<file path="config.mk">
export PLATFORM = sky130hd
export DESIGN_NAME = alu_exec_unit
export DESIGN_NICKNAME = d
export VERILOG_FILES = /design/src/rtl/alu_exec_unit.sv
export SDC_FILE = /design/constraint.sdc
export NUM_CORES = 1
export LEC_CHECK = 0
export CORE_UTILIZATION = 60
export CTS_BUF_LIST = sky130_fd_sc_hd__clkbuf_2
export CTS_CLUSTER_DIAMETER = 80
export DETAILED_ROUTE_END_ITERATION = 7
export GPL_ROUTABILITY_DRIVEN = 0
export PLACE_DENSITY_LB_ADDON = 0.05
export SLEW_MARGIN = 20
export SYNTH_ARGS = -nofsm -noshare
export SYNTH_HDL_FRONTEND = slang
export SYNTH_SLANG_ARGS = --single-unit
</file>
<file path="constraint.sdc">
create_clock -name Clk -period 3.2 [get_ports Clk]
set_clock_uncertainty 0.05 [all_clocks]
set_input_delay 0.48 -clock Clk [delete_from_list [all_inputs] [get_ports Clk]]
set_output_delay 0.48 -clock Clk [all_outputs]
set_load 0.005 [all_outputs]
</file>
<file path="src/rtl/alu_exec_unit.sv">
// ALU execution unit: single-cycle logic/arith/compare ops,
// iterative one-bit-per-cycle shifter, valid/ready on both sides.
module alu_exec_unit #(
    parameter int WIDTH   = 32,
    parameter int SHAMT_W = 5
) (
    input  logic               Clk,
    input  logic               Rst_n,
    input  logic               InValid,
    output logic               InReady,
    input  logic [3:0]         ALUCtrl,
    input  logic [WIDTH-1:0]   OpA,
    input  logic [WIDTH-1:0]   OpB,
    input  logic [SHAMT_W-1:0] ShAmt,
    output logic               OutValid,
    input  logic               OutReady,
    output logic [WIDTH-1:0]   Result,
    output logic               Zero,
    output logic               Overflow,
    output logic               IllegalOp
);

    typedef enum logic [1:0] {S_IDLE, S_SHIFT, S_DONE} state_t;
    typedef enum logic [1:0] {SH_LL, SH_RL, SH_RA} sop_t;

    state_t               state_q, state_d;
    sop_t                 sop_q, sop_d;
    logic [WIDTH-1:0]     res_q, res_d;
    logic [WIDTH-1:0]     work_q, work_d;
    logic [SHAMT_W-1:0]   cnt_q, cnt_d;
    logic                 zero_q, zero_d;
    logic                 ovf_q, ovf_d;
    logic                 ill_q, ill_d;

    logic [WIDTH-1:0]     sum, diff, alu_res, shf;
    logic                 alu_ovf, alu_ill, alu_shift;
    sop_t                 alu_sop;

    assign sum  = OpA + OpB;
    assign diff = OpA - OpB;

    // Decode the op and compute the single-cycle result
    always_comb begin
        alu_res   = '0;
        alu_ovf   = 1'b0;
        alu_ill   = 1'b0;
        alu_shift = 1'b0;
        alu_sop   = SH_LL;
        unique case (ALUCtrl)
            4'b0000: alu_res = OpA & OpB;
            4'b0001: alu_res = OpA | OpB;
            4'b0010: begin
                alu_res = sum;
                alu_ovf = (OpA[WIDTH-1] == OpB[WIDTH-1]) &&
                          (sum[WIDTH-1] != OpA[WIDTH-1]);
            end
            4'b0011: begin
                alu_res   = OpA;
                alu_shift = 1'b1;
                alu_sop   = SH_LL;
            end
            4'b0100: begin
                alu_res   = OpA;
                alu_shift = 1'b1;
                alu_sop   = SH_RL;
            end
            4'b0110: begin
                alu_res = diff;
                alu_ovf = (OpA[WIDTH-1] != OpB[WIDTH-1]) &&
                          (diff[WIDTH-1] != OpA[WIDTH-1]);
            end
            4'b0111: alu_res = {{(WIDTH-1){1'b0}},
                                ($signed(OpA) < $signed(OpB))};
            4'b1000: alu_res = sum;
            4'b1001: alu_res = diff;
            4'b1010: alu_res = OpA ^ OpB;
            4'b1011: alu_res = {{(WIDTH-1){1'b0}}, (OpA < OpB)};
            4'b1100: alu_res = ~(OpA | OpB);
            4'b1101: begin
                alu_res   = OpA;
                alu_shift = 1'b1;
                alu_sop   = SH_RA;
            end
            default: alu_ill = 1'b1;
        endcase
    end

    // One-bit step of the iterative shifter
    always_comb begin
        shf = work_q;
        unique case (sop_q)
            SH_LL:   shf = {work_q[WIDTH-2:0], 1'b0};
            SH_RL:   shf = {1'b0, work_q[WIDTH-1:1]};
            SH_RA:   shf = {work_q[WIDTH-1], work_q[WIDTH-1:1]};
            default: shf = work_q;
        endcase
    end

    // Next-state and handshake outputs
    always_comb begin
        state_d  = state_q;
        sop_d    = sop_q;
        res_d    = res_q;
        work_d   = work_q;
        cnt_d    = cnt_q;
        zero_d   = zero_q;
        ovf_d    = ovf_q;
        ill_d    = ill_q;
        InReady  = (state_q == S_IDLE);
        OutValid = (state_q == S_DONE);
        unique case (state_q)
            S_IDLE: begin
                if (InValid) begin
                    if (alu_ill) begin
                        res_d   = '0;
                        zero_d  = 1'b1;
                        ovf_d   = 1'b0;
                        ill_d   = 1'b1;
                        state_d = S_DONE;
                    end else if (alu_shift && (ShAmt != '0)) begin
                        work_d  = OpA;
                        cnt_d   = ShAmt;
                        sop_d   = alu_sop;
                        state_d = S_SHIFT;
                    end else begin
                        res_d   = alu_res;
                        zero_d  = (alu_res == '0);
                        ovf_d   = alu_ovf;
                        ill_d   = 1'b0;
                        state_d = S_DONE;
                    end
                end
            end
            S_SHIFT: begin
                work_d = shf;
                cnt_d  = cnt_q - 1'b1;
                if (cnt_q == SHAMT_W'(1)) begin
                    res_d   = shf;
                    zero_d  = (shf == '0);
                    ovf_d   = 1'b0;
                    ill_d   = 1'b0;
                    state_d = S_DONE;
                end
            end
            S_DONE: begin
                if (OutReady) state_d = S_IDLE;
            end
            default: state_d = S_IDLE;
        endcase
    end

    // State and datapath registers
    always_ff @(posedge Clk or negedge Rst_n) begin
        if (!Rst_n) begin
            state_q <= S_IDLE;
            sop_q   <= SH_LL;
            res_q   <= '0;
            work_q  <= '0;
            cnt_q   <= '0;
            zero_q  <= 1'b0;
            ovf_q   <= 1'b0;
            ill_q   <= 1'b0;
        end else begin
            state_q <= state_d;
            sop_q   <= sop_d;
            res_q   <= res_d;
            work_q  <= work_d;
            cnt_q   <= cnt_d;
            zero_q  <= zero_d;
            ovf_q   <= ovf_d;
            ill_q   <= ill_d;
        end
    end

    assign Result    = res_q;
    assign Zero      = zero_q;
    assign Overflow  = ovf_q;
    assign IllegalOp = ill_q;

endmodule

</file>
==> summary.md, run 1 <==
| Metric | Value |
|---|---|
| Post-synthesis simple-gate area fraction | 0.231 |
| Run Error | [ERROR GRT-0116] Global routing finished with congestion. Check the congestion regions in the DRC Viewer. |
| Pin count of the biggest net entering global routing | 77 |
| Post-synth EDFFs | 0 |
| Largest family of logic cells by synthesized area | compound AO/OA/AOI/OAI gates |
| CTS sink cnt | 76 |
| Die W | about 140 µm |
| Ports | 114 |
| Syn Nets | around 1700 |
| Last stage | global routing |
| GRT Total Usage | 0.737 |
| Vias in the first global route | 18400 |
| Multiplexer share of the synthesized area | 0.0157 |
| Synth Register Bits | 76 |
| Global-route wire length before repair | around 100 mm |
| Cells after Synth | 1517 |
| Starting Density | 0.621 |
| # placed instances | 2175 |
| Status | stopped before the end |
| GRT overflow | 2 |
| Synth Area in Adders | 0.136 |
| CTS Buf Count | 9 |
| Die Y | around 140 µm |
| XOR/XNOR Fraction of Synth Area | 0.00403 |
| Yosys warning total | 0 |
| DP Wirelength | 37.5 mm |
| Port-buffer cells | 113 |
| H-tree lvl count | 3 |
| Clock tree root buffer cell | clkbuf_2 |
| Top FF cell, synth | dfrtp_1 |
| Yosys cell types | 91 |
| Sequential-to-total area share from yosys stat | 0.175 |
| Clock Path Buffers | 2 |
| Cell area after synthesis | approximately 11000 µm² |
| Post-synth ARST share | 1.00 |
| Mean Syn Cell Area | around 7.2 µm² |
| Core Rows | 48 |
| Complex-gate fraction of the synthesized area | 0.363 |
## Yosys cell counts (6+ instances only)
library cell,n,share of area
a2111oi_0,6,0.0048
a211oi_1,27,0.019
a21o_1,31,0.021
a21oi_1,94,0.043
a221o_1,8,0.0074
a221oi_1,14,0.011
a22oi_1,23,0.016
a31oi_1,40,0.023
and2_1,10,0.0058
and3_1,6,0.0035
buf_2,17,0.0078
clkbuf_1,86,0.030
dfrtp_1,76,0.18
ha_1,115,0.13
inv_1,101,0.035
mux2i_1,17,0.016
nand2_1,166,0.057
nand2b_1,42,0.024
nand3_1,34,0.016
nand4_1,15,0.0086
nor2_1,124,0.043
nor2b_1,17,0.0098
nor3_1,33,0.015
nor4_1,23,0.013
o2111ai_1,13,0.010
o211ai_1,53,0.037
o21a_1,9,0.0062
o21ai_0,114,0.053
o21ai_1,8,0.0037
o21bai_1,15,0.010
o221ai_1,14,0.011
o22ai_1,7,0.0040
o31ai_1,30,0.021
or2_2,7,0.0040
## layer usage
| metal | track usage | GRT overflow |
|---|---|---|
| met1 | 0.750 | 0 |
| met2 | 0.901 | 2 |
| met5 | 0.322 | 0 |
| met4 | 0.673 | 0 |
| met3 | 0.597 | 0 |
## cell families after synthesis
family,Yosys count
AO/OA/AOI/OAI,574
AND/OR/NAND/NOR,517
buffers and inverters,211
adder cells (fa/ha/maj),117
flip-flops,76
multiplexers,17
XOR/XNOR,5
## metrics by stage
step / worst slack, ns / TNS (ns) / hold WS, ns / util / instance area, µm²
global placement: -1.21 / -21.11 / 0.410 / 0.873 / 15300
floorplan: -0.265 / -0.293 / 0.134 / - / 10900
detailed placement: -1.42 / -29.09 / 0.417 / 0.873 / 15300
CTS: -0.186 / -0.365 / 0.173 / 0.921 / 16100
## timing repair
item	4_1_cts
endpoints found under the hold margin	52
hold buffers	1
pin swaps	49
cloned	1
buffers inserted	26
gates resized for setup	171
endpoints found under the setup margin	22
==> run 2, diff against run 1 <==
==> config.mk (replaced) <==
export PLATFORM = sky130hd
export DESIGN_NAME = alu_exec_unit
export DESIGN_NICKNAME = d
export VERILOG_FILES = /design/src/rtl/alu_exec_unit.sv
export SDC_FILE = /design/constraint.sdc
export NUM_CORES = 1
export LEC_CHECK = 0
export CORE_UTILIZATION = 40
export DETAILED_ROUTE_END_ITERATION = 7
export GPL_ROUTABILITY_DRIVEN = 0
export PLACE_DENSITY_LB_ADDON = 0.15
export SLEW_MARGIN = 20
export SYNTH_ARGS = -nofsm -noshare
export SYNTH_HDL_FRONTEND = slang
export SYNTH_SLANG_ARGS = --single-unit
==> run 2 against run 1 <==
Against the previous run:
- synthesized area unchanged
- the flow now finishes, with violations (negative setup slack)
- synthesized cell count unchanged
==> summary.md, run 2 <==
| Metric | Value |
|---|---|
| R2r startpoint | cnt_q[2] |
| Remaining antenna violation count | 0 |
| WP data required | 3.39 ns |
| Area of the die | about 28000 µm² |
| Crit-path max FO | 4 |
| Cts hold-fix bufs | 0 (was 1) |
| Critical path type | in -> reg |
| Ports | 114 (unchanged) |
| Crit-path slowest cell | a311o_1 |
| Core Rows | 59 (was 48) |
| Tot Pwr | between 7 and 8 mW |
| DP Wirelength | 37.2 mm (was 37.5 mm) |
| Synth Register Bits | 76 (unchanged) |
| Syn Nets | 1711 (unchanged) |
| Met2 Usage GRT | 0.535 |
| Yosys cell types | 91 (unchanged) |
| DRC viols | 0 |
| Starting Density | 0.412 (was 0.621) |
| Multi-input gate area | 9590 µm² |
| Cell area after synthesis | 10900 µm² (unchanged) |
| Cell taking the most area after synthesis | dfrtp_1 (unchanged) |
| Max-capacitance violation count | 0 |
| Inserted Diodes | 0 |
| Clk_lat worst skew | around 0.34 ns |
| RSZ-0062 raised after global routing | true |
| Cells after Synth | 1517 (unchanged) |
| Die W | 167 µm (was 137 µm) |
| CTS clk-pin slew, worst paths | 0.06 ns |
| Layout cells sized above 1 | 0.394 |
| Fill cells | 2127 |
| Fin util | 0.674 |
| Crit path arrival time | 3.95 ns |
| Synth top area share | 0.175 (unchanged) |
| Core Area | 26400 µm² |
| Most used cell, CP | nand4_1 |
| Final setup viols | 11 |
| Most common cell after layout, fill and taps aside | buf_4 |
| Vias after detailed routing | roughly 15000 |
| Pin count of the biggest net entering global routing | 77 |
| Worst setup startpoint | OpA[0] |
| DRT Wirelength | 50.2 mm |
| Drt wl/cell | 21.1 µm |
| CTS sink cnt | 76 (unchanged) |
| H-tree lvl count | 3 (unchanged) |
| Area Growth Syn to Fin | 63.5% |
| CTS Buf Count | 9 (unchanged) |
| Port-buffer cells | 113 (unchanged) |
| GRT overflow | 0 |
| Global-route wire length before repair | 74.3 mm |
| Max-slew headroom | 0.340 |
| Synth top area cells | dfrtp_1, ha_1, nand2_1 (unchanged) |
| Failing checks | negative setup slack |
| Yosys warning total | 0 (unchanged) |
| Min Tclk post-route | 3.76 ns |
| Post-synth ARST share | 1.00 (unchanged) |
| Final hold vios | 0 |
| Pwr Density | 412 nW/µm² |
| Final setup margin | -0.564 ns |
| Top FF cell, synth | dfrtp_1 (unchanged) |
| LEAKAGE | 7.90 nW |
| GRT met3 Usage | 0.0556 |
| Initial antenna violation count | 0 |
| Net count reported at finish | 2235 |
| Vias per inst | 6.17 |
| Sequential-to-total area share from yosys stat | 0.175 (unchanged) |
| Met1 Use GR | 0.453 |
| Post-synth EDFFs | 0 (unchanged) |
| Actual slew at the worst max-slew pin | 0.990 ns |
| FF+latch area | 1900 µm² |
| Commonest non-fill, non-tap cells in the layout | buf_4, nand2_1, nor2_1 |
| Count leader, synth | nand2_1 (unchanged) |
| Crit start category | primary input |
| Worst Setup End Kind | register |
| Critical path, cell by cell | buf_8 > inv_4 > ha_4 > inv_2 > fa_2 > buf_4 > nor4bb_1 > o21ai_0 > o2111ai_1 > a311o_1 > a2111oi_4 > nand4_1 > nor4_2 > nand4_1 > nor4_4 > nand3_1 > o41ai_2 |
| Mean Syn Cell Area | 7.16 µm² (unchanged) |
| DR pass1 iterations | 7 |
| Die Y | 167 µm (was 137 µm) |
| Clock tree root buffer cell | clkbuf_16 (was clkbuf_2) |
| Min-delay worst type | in -> async |
| Pins Over Slew Limit | 0 |
| Slowest stage delay, CP | between 0.4 and 0.5 ns |
| Period utilization | 1.18 |
| Top Usage Layer GRT | met2 |
| Top post-synthesis cells by count | nand2_1, nor2_1, ha_1 (unchanged) |
| CTS tree | done |
| Status | complete, but fails checks (was stopped before the end) |
| FMAX | around 270 MHz |
| GRT Total Usage | 0.337 |
| DR iter-0 viols | 1714 |
| Clock Path Buffers | 2 (unchanged) |
| Peak VDD IR | 0.000313 V |
| Vias in the first global route | 13900 |
run 2: cell counts after synthesis:
Identical to the previous run, type by type.
run 2: final cells by class:
type                       instances  area share
multi-input combinational       1231       0.540
timing repair buffer             620       0.290
sequential                        76       0.107
tap                              335      0.0236
inverter                         103      0.0226
clock buffer                       9      0.0127
clock inverter                     7     0.00430
run 2: path summary, 6_finish.rpt:
path | slack (ns) | cells after the start | end
max in group asynchronous | 2.20 | 1 | sop_q[0]
max reg2reg | 0.49 | 10 | Zero
min in group Clk | 0.42 | 2 | Result[31]
max | -0.56 | 17 | Zero
min reg2reg | 0.42 | 2 | Result[31]
min | 0.24 | 1 | sop_q[1]
run 2: repair_timing:
action                                  4_1_cts  5_1_grt
setup buffers                                42       35
resized for setup                           283      192
pin swaps                                    86       90
cloned                                        1        0
endpoints found under the setup margin       26       30
run 2: metal layers:
metal	part of all wire	up-vias
met2	0.43	961
met4	0.054	0
met1	0.40	6856
li1	-	6655
met3	0.11	218
met5	0	-
run 2: logic make-up (layout without fill, tap and decap cells):
logic type                 count (synthesis)  in the layout  synth area share
buffers and inverters                    211            739            0.0752
and+or+nand+nor                          517            517             0.231
adders and majority gates                117            117             0.136
xor gates and xnor gates                   5              5           0.00403
AOI/OAI and AO/OA                        574            575             0.363
muxes                                     17             17            0.0157
DFF                                       76             76             0.175
run 2: report_power, final:
part	switching [mW]	total, mW	internal (mW)
clock	0.420	1.03	0.607
sequential	0.394	1.80	1.41
combinational	2.30	4.48	2.18
run 2: critical path: cells and delay by family:
family / cells / cell delay (ns)
AND/OR/NAND/NOR: 6 / 1.12
AO/OA/AOI/OAI: 5 / 1.48
buffers and inverters: 4 / 0.36
adder cells (fa/ha/maj): 2 / 0.51
run 2: metrics by stage:
step / hold WS (ns) / setup TNS [ns] / worst slack, ns / instance area (µm²) / cells
floorplan: 0.134 / -0.293 / -0.265 / 10900 / 1517
global placement: 0.412 / -26.06 / -1.40 / 15500 / 2300
detailed placement: 0.415 / -29.49 / -1.58 / 15500 / 2300
CTS: 0.286 / -2.32 / -0.540 / 17000 / 2356
global route: 0.333 / -3.16 / -0.669 / 17800 / 2381
finish: 0.242 / -2.10 / -0.564 / 17800 / 2381
Note: power is estimated with default switching activity, not from simulation.
==> run 3, diff against run 2 <==
==> constraint.sdc (replaced) <==
create_clock -name Clk -period 3.2 [get_ports Clk]
set_clock_uncertainty 0.05 [all_clocks]
set_input_delay 0.48 -clock Clk [delete_from_list [all_inputs] [get_ports Clk]]
set_output_delay 0.48 -clock Clk [all_outputs]
set_load 0.02 [all_outputs]
==> results of run 3 <==
Same layout as run 2 (identical final DEF). Status: complete, but fails checks: negative setup slack.
Main changes from that run: total power 7.31 mW -> 7.56 mW; worst IR drop on VDD 0.000313 V -> 0.000318 V
==> run 4, diff against run 3 <==
--- a/config.mk
+++ b/config.mk
@@ -7,7 +7,7 @@
 export LEC_CHECK = 0
 export CORE_UTILIZATION = 40
 export DETAILED_ROUTE_END_ITERATION = 7
-export GPL_ROUTABILITY_DRIVEN = 0
+export HOLD_SLACK_MARGIN = 0.06
 export PLACE_DENSITY_LB_ADDON = 0.15
 export SLEW_MARGIN = 20
 export SYNTH_ARGS = -nofsm -noshare
==> run 4 against run 3 <==
Against the previous run:
- the flow still finishes with violations (negative setup slack)
- design area rose by 2.7%
- critical endpoint unchanged
- global-route usage rose by 1.5 points
- highest routed layer is now met5
- sequential share of layout area fell by 0.28 points
- largest power group unchanged
==> summary.md, run 4 (synthesized netlist as in run 2, its figures left out) <==
| Metric | Value |
|---|---|
| Fill cells | 2216 (was 2127) |
| DP Wirelength | 39.6 mm (was 37.2 mm) |
| Inserted Diodes | 0 (unchanged) |
| TNS Setup | -2.72 ns (was -2.10 ns) |
| Layout cells sized above 1 | 0.403 (was 0.394) |
| Max-capacitance violation count | 0 (unchanged) |
| CTS Buf Count | 9 (unchanged) |
| DP Area | 15700 µm² (was 15500 µm²) |
| Tot Pwr | 7.80 mW (was 7.56 mW) |
| Peak VDD IR | 0.000235 V (was 0.000318 V) |
| CTS clk-pin slew, worst paths | 0.07 ns (was 0.06 ns) |
| Min-delay worst type | in -> async (unchanged) |
| Reg2reg path depth | 12 (was 10) |
| Cts hold-fix bufs | 0 (unchanged) |
| Crit-path max FO | 2 (was 4) |
| Port-buffer cells | 113 (unchanged) |
| Multi-input gate area | 9640 µm² (was 9590 µm²) |
| Pin count of the biggest net entering global routing | 77 (unchanged) |
| Worst Setup End Kind | register (unchanged) |
| GPL Wtd Cong | about 0.96 |
| Crit path arrival time | 3.91 ns (was 3.95 ns) |
| DR pass1 iterations | 8 (was 7) |
| Actual slew at the worst max-slew pin | 0.973 ns (was 0.990 ns) |
| Met1 Use GR | 0.497 (was 0.453) |
| Met2 Usage GRT | 0.558 (was 0.535) |
| DRT Wirelength | 51.9 mm (was 50.2 mm) |
| Max-slew headroom | 0.352 (was 0.340) |
| Worst R2R End | Zero (unchanged) |
| Crit-path leading delay family | simple AND/OR/NAND/NOR gates (was compound AO/OA/AOI/OAI gates) |
| Critical path type | in -> reg (unchanged) |
| Die W | 167 µm (unchanged) |
| LEAKAGE | 8.22 nW (was 7.90 nW) |
| CP bufs+invs | 4 (unchanged) |
| FF+latch area | 1900 µm² (unchanged) |
| R2r startpoint | cnt_q[1] (was cnt_q[2]) |
| Die Y | 167 µm (unchanged) |
| R2R setup slack | 0.28 ns (was 0.49 ns) |
| Clk_lat worst skew | 0.34 ns (about the same) |
| Min Tclk post-route | 3.73 ns (was 3.76 ns) |
| Vias after detailed routing | 14500 (was 14700) |
| Vias per inst | 6.00 (was 6.17) |
| H-tree lvl count | 3 (unchanged) |
| Pwr Density | 428 nW/µm² (was 426 nW/µm²) |
| Crit-path slowest cell | or4_4 (was a311o_1) |
| Commonest non-fill, non-tap cells in the layout | buf_4, nand2_1, nor2_1 (unchanged) |
| Period utilization | 1.16 (was 1.18) |
| Status | complete, but fails checks (unchanged) |
| Global-route wire length before repair | 76.7 mm (was 74.3 mm) |
| WP data required | 3.38 ns (was 3.39 ns) |
| Critical Path Stages | 16 (was 17) |
| Clock tree root buffer cell | clkbuf_16 (unchanged) |
| Net count reported at finish | 2267 (was 2235) |
| Starting Density | 0.412 (unchanged) |
| Clock Path Buffers | 2 (unchanged) |
| DRC viols | 0 (unchanged) |
| GRT Total Usage | 0.352 (was 0.337) |
| Pins Over Slew Limit | 0 (unchanged) |
| Core Rows | 59 (unchanged) |
| Final instance area | 18200 µm² (was 17800 µm²) |
| CTS sink cnt | 76 (unchanged) |
| Critical path, cell by cell | buf_8 > inv_4 > ha_4 > or4_4 > buf_6 > or3_4 > o211ai_1 > buf_4 > o2111ai_4 > nand3_1 > or3b_4 > a211oi_4 > o2111ai_4 > nor4_4 > nand3_1 > o41ai_2 (was buf_8 > inv_4 > ha_4 > inv_2 > fa_2 > buf_4 > nor4bb_1 > o21ai_0 > o2111ai_1 > a311o_1 > a2111oi_4 > nand4_1 > nor4_2 > nand4_1 > nor4_4 > nand3_1 > o41ai_2) |
| Remaining antenna violation count | 0 (unchanged) |
| Final setup viols | 13 (was 11) |
| Crit start category | primary input (unchanged) |
| Initial antenna violation count | 1 (was 0) |
| Vias in the first global route | 13400 (was 13900) |
| Top Usage Layer GRT | met2 (unchanged) |
| Most common cell after layout, fill and taps aside | buf_4 (unchanged) |
| Final setup margin | -0.527 ns (was -0.564 ns) |
| GRT met3 Usage | 0.0461 (was 0.0556) |
| Core Area | 26400 µm² (unchanged) |
| Ports | 114 (unchanged) |
| CTS tree | done (unchanged) |
| DR iter-0 viols | 1325 (was 1714) |
| GRT overflow | 0 (unchanged) |
| Slowest stage delay, CP | 0.55 ns (was 0.41 ns) |
| Area Growth Syn to Fin | 67.9% (was 63.5%) |
| FMAX | 268 MHz (was 266 MHz) |
| Drt wl/cell | 21.5 µm (was 21.1 µm) |
| RSZ-0062 raised after global routing | true (unchanged) |
| Final hold vios | 0 (unchanged) |
| Failing checks | negative setup slack (unchanged) |
| Area of the die | 27800 µm² (unchanged) |
-- run 4: worst max path at each step --
stage	slack, ns	endpoint	from
floorplan	-0.27	Zero	OpA[0]
global placement	-1.41	Zero	OpA[0]
detailed placement	-1.56	Zero	OpA[0]
CTS	-0.60	Zero	OpB[5]
global route	-0.63	Zero	OpA[0]
finish	-0.53	Zero	OpA[5]
-- run 4: report_power, final --
| part | internal, mW | switching (mW) | total (mW) | leakage (nW) |
|---|---|---|---|---|
| registers | 1.41 | 0.380 | 1.79 | 0.899 |
| logic | 2.28 | 2.60 | 4.88 | 7.15 |
| clock network | 0.712 | 0.427 | 1.14 | 0.164 |
-- run 4: what timing repair did --
item                       4_1_cts  5_1_grt
cloned                           0        3
buffers inserted                44       54
pin swaps                       86      106
setup endpoints to repair       27       25
resized for setup              299      177
-- run 4: layout make-up --
type                    instances  area share
clock buffers                  10      0.0131
clock inverters                 6     0.00522
flip-flops and latches         76       0.104
repair buffers                653       0.303
well taps                     335      0.0230
inverters                     103      0.0228
multi-input cells            1230       0.529
-- run 4: metal layers --
| layer | routed length [µm] | vias to the layer above |
|---|---|---|
| li1 | - | 6735 |
| met2 | 23200 | 682 |
| met4 | 1620 | 2 |
| met5 | 9 | - |
| met1 | 23000 | 6947 |
| met3 | 4130 | 124 |
-- run 4: worst reg2reg max path, stage by stage (launching register included) --
cell	delay [ns]
dfrtp_1	0.38
inv_1	0.07
ha_1	0.13
and4b_1	0.30
a21oi_4	0.07
a2111oi_2	0.37
buf_4	0.18
nand4_1	0.13
nor4_2	0.32
nand4_1	0.19
nor4_4	0.25
nand3_1	0.15
o41ai_2	0.23
-- run 4: through the flow --
stage | util | setup WS [ns] | cells | hold WS [ns]
after CTS | 0.652 | -0.597 | 2368 | 0.279
after global routing | 0.692 | -0.635 | 2413 | 0.320
after detailed placement | 0.595 | -1.56 | 2315 | 0.415
after floorplan | - | -0.265 | 1517 | 0.134
final | 0.692 | -0.527 | 2413 | 0.228
after global placement | 0.595 | -1.41 | 2315 | 0.409
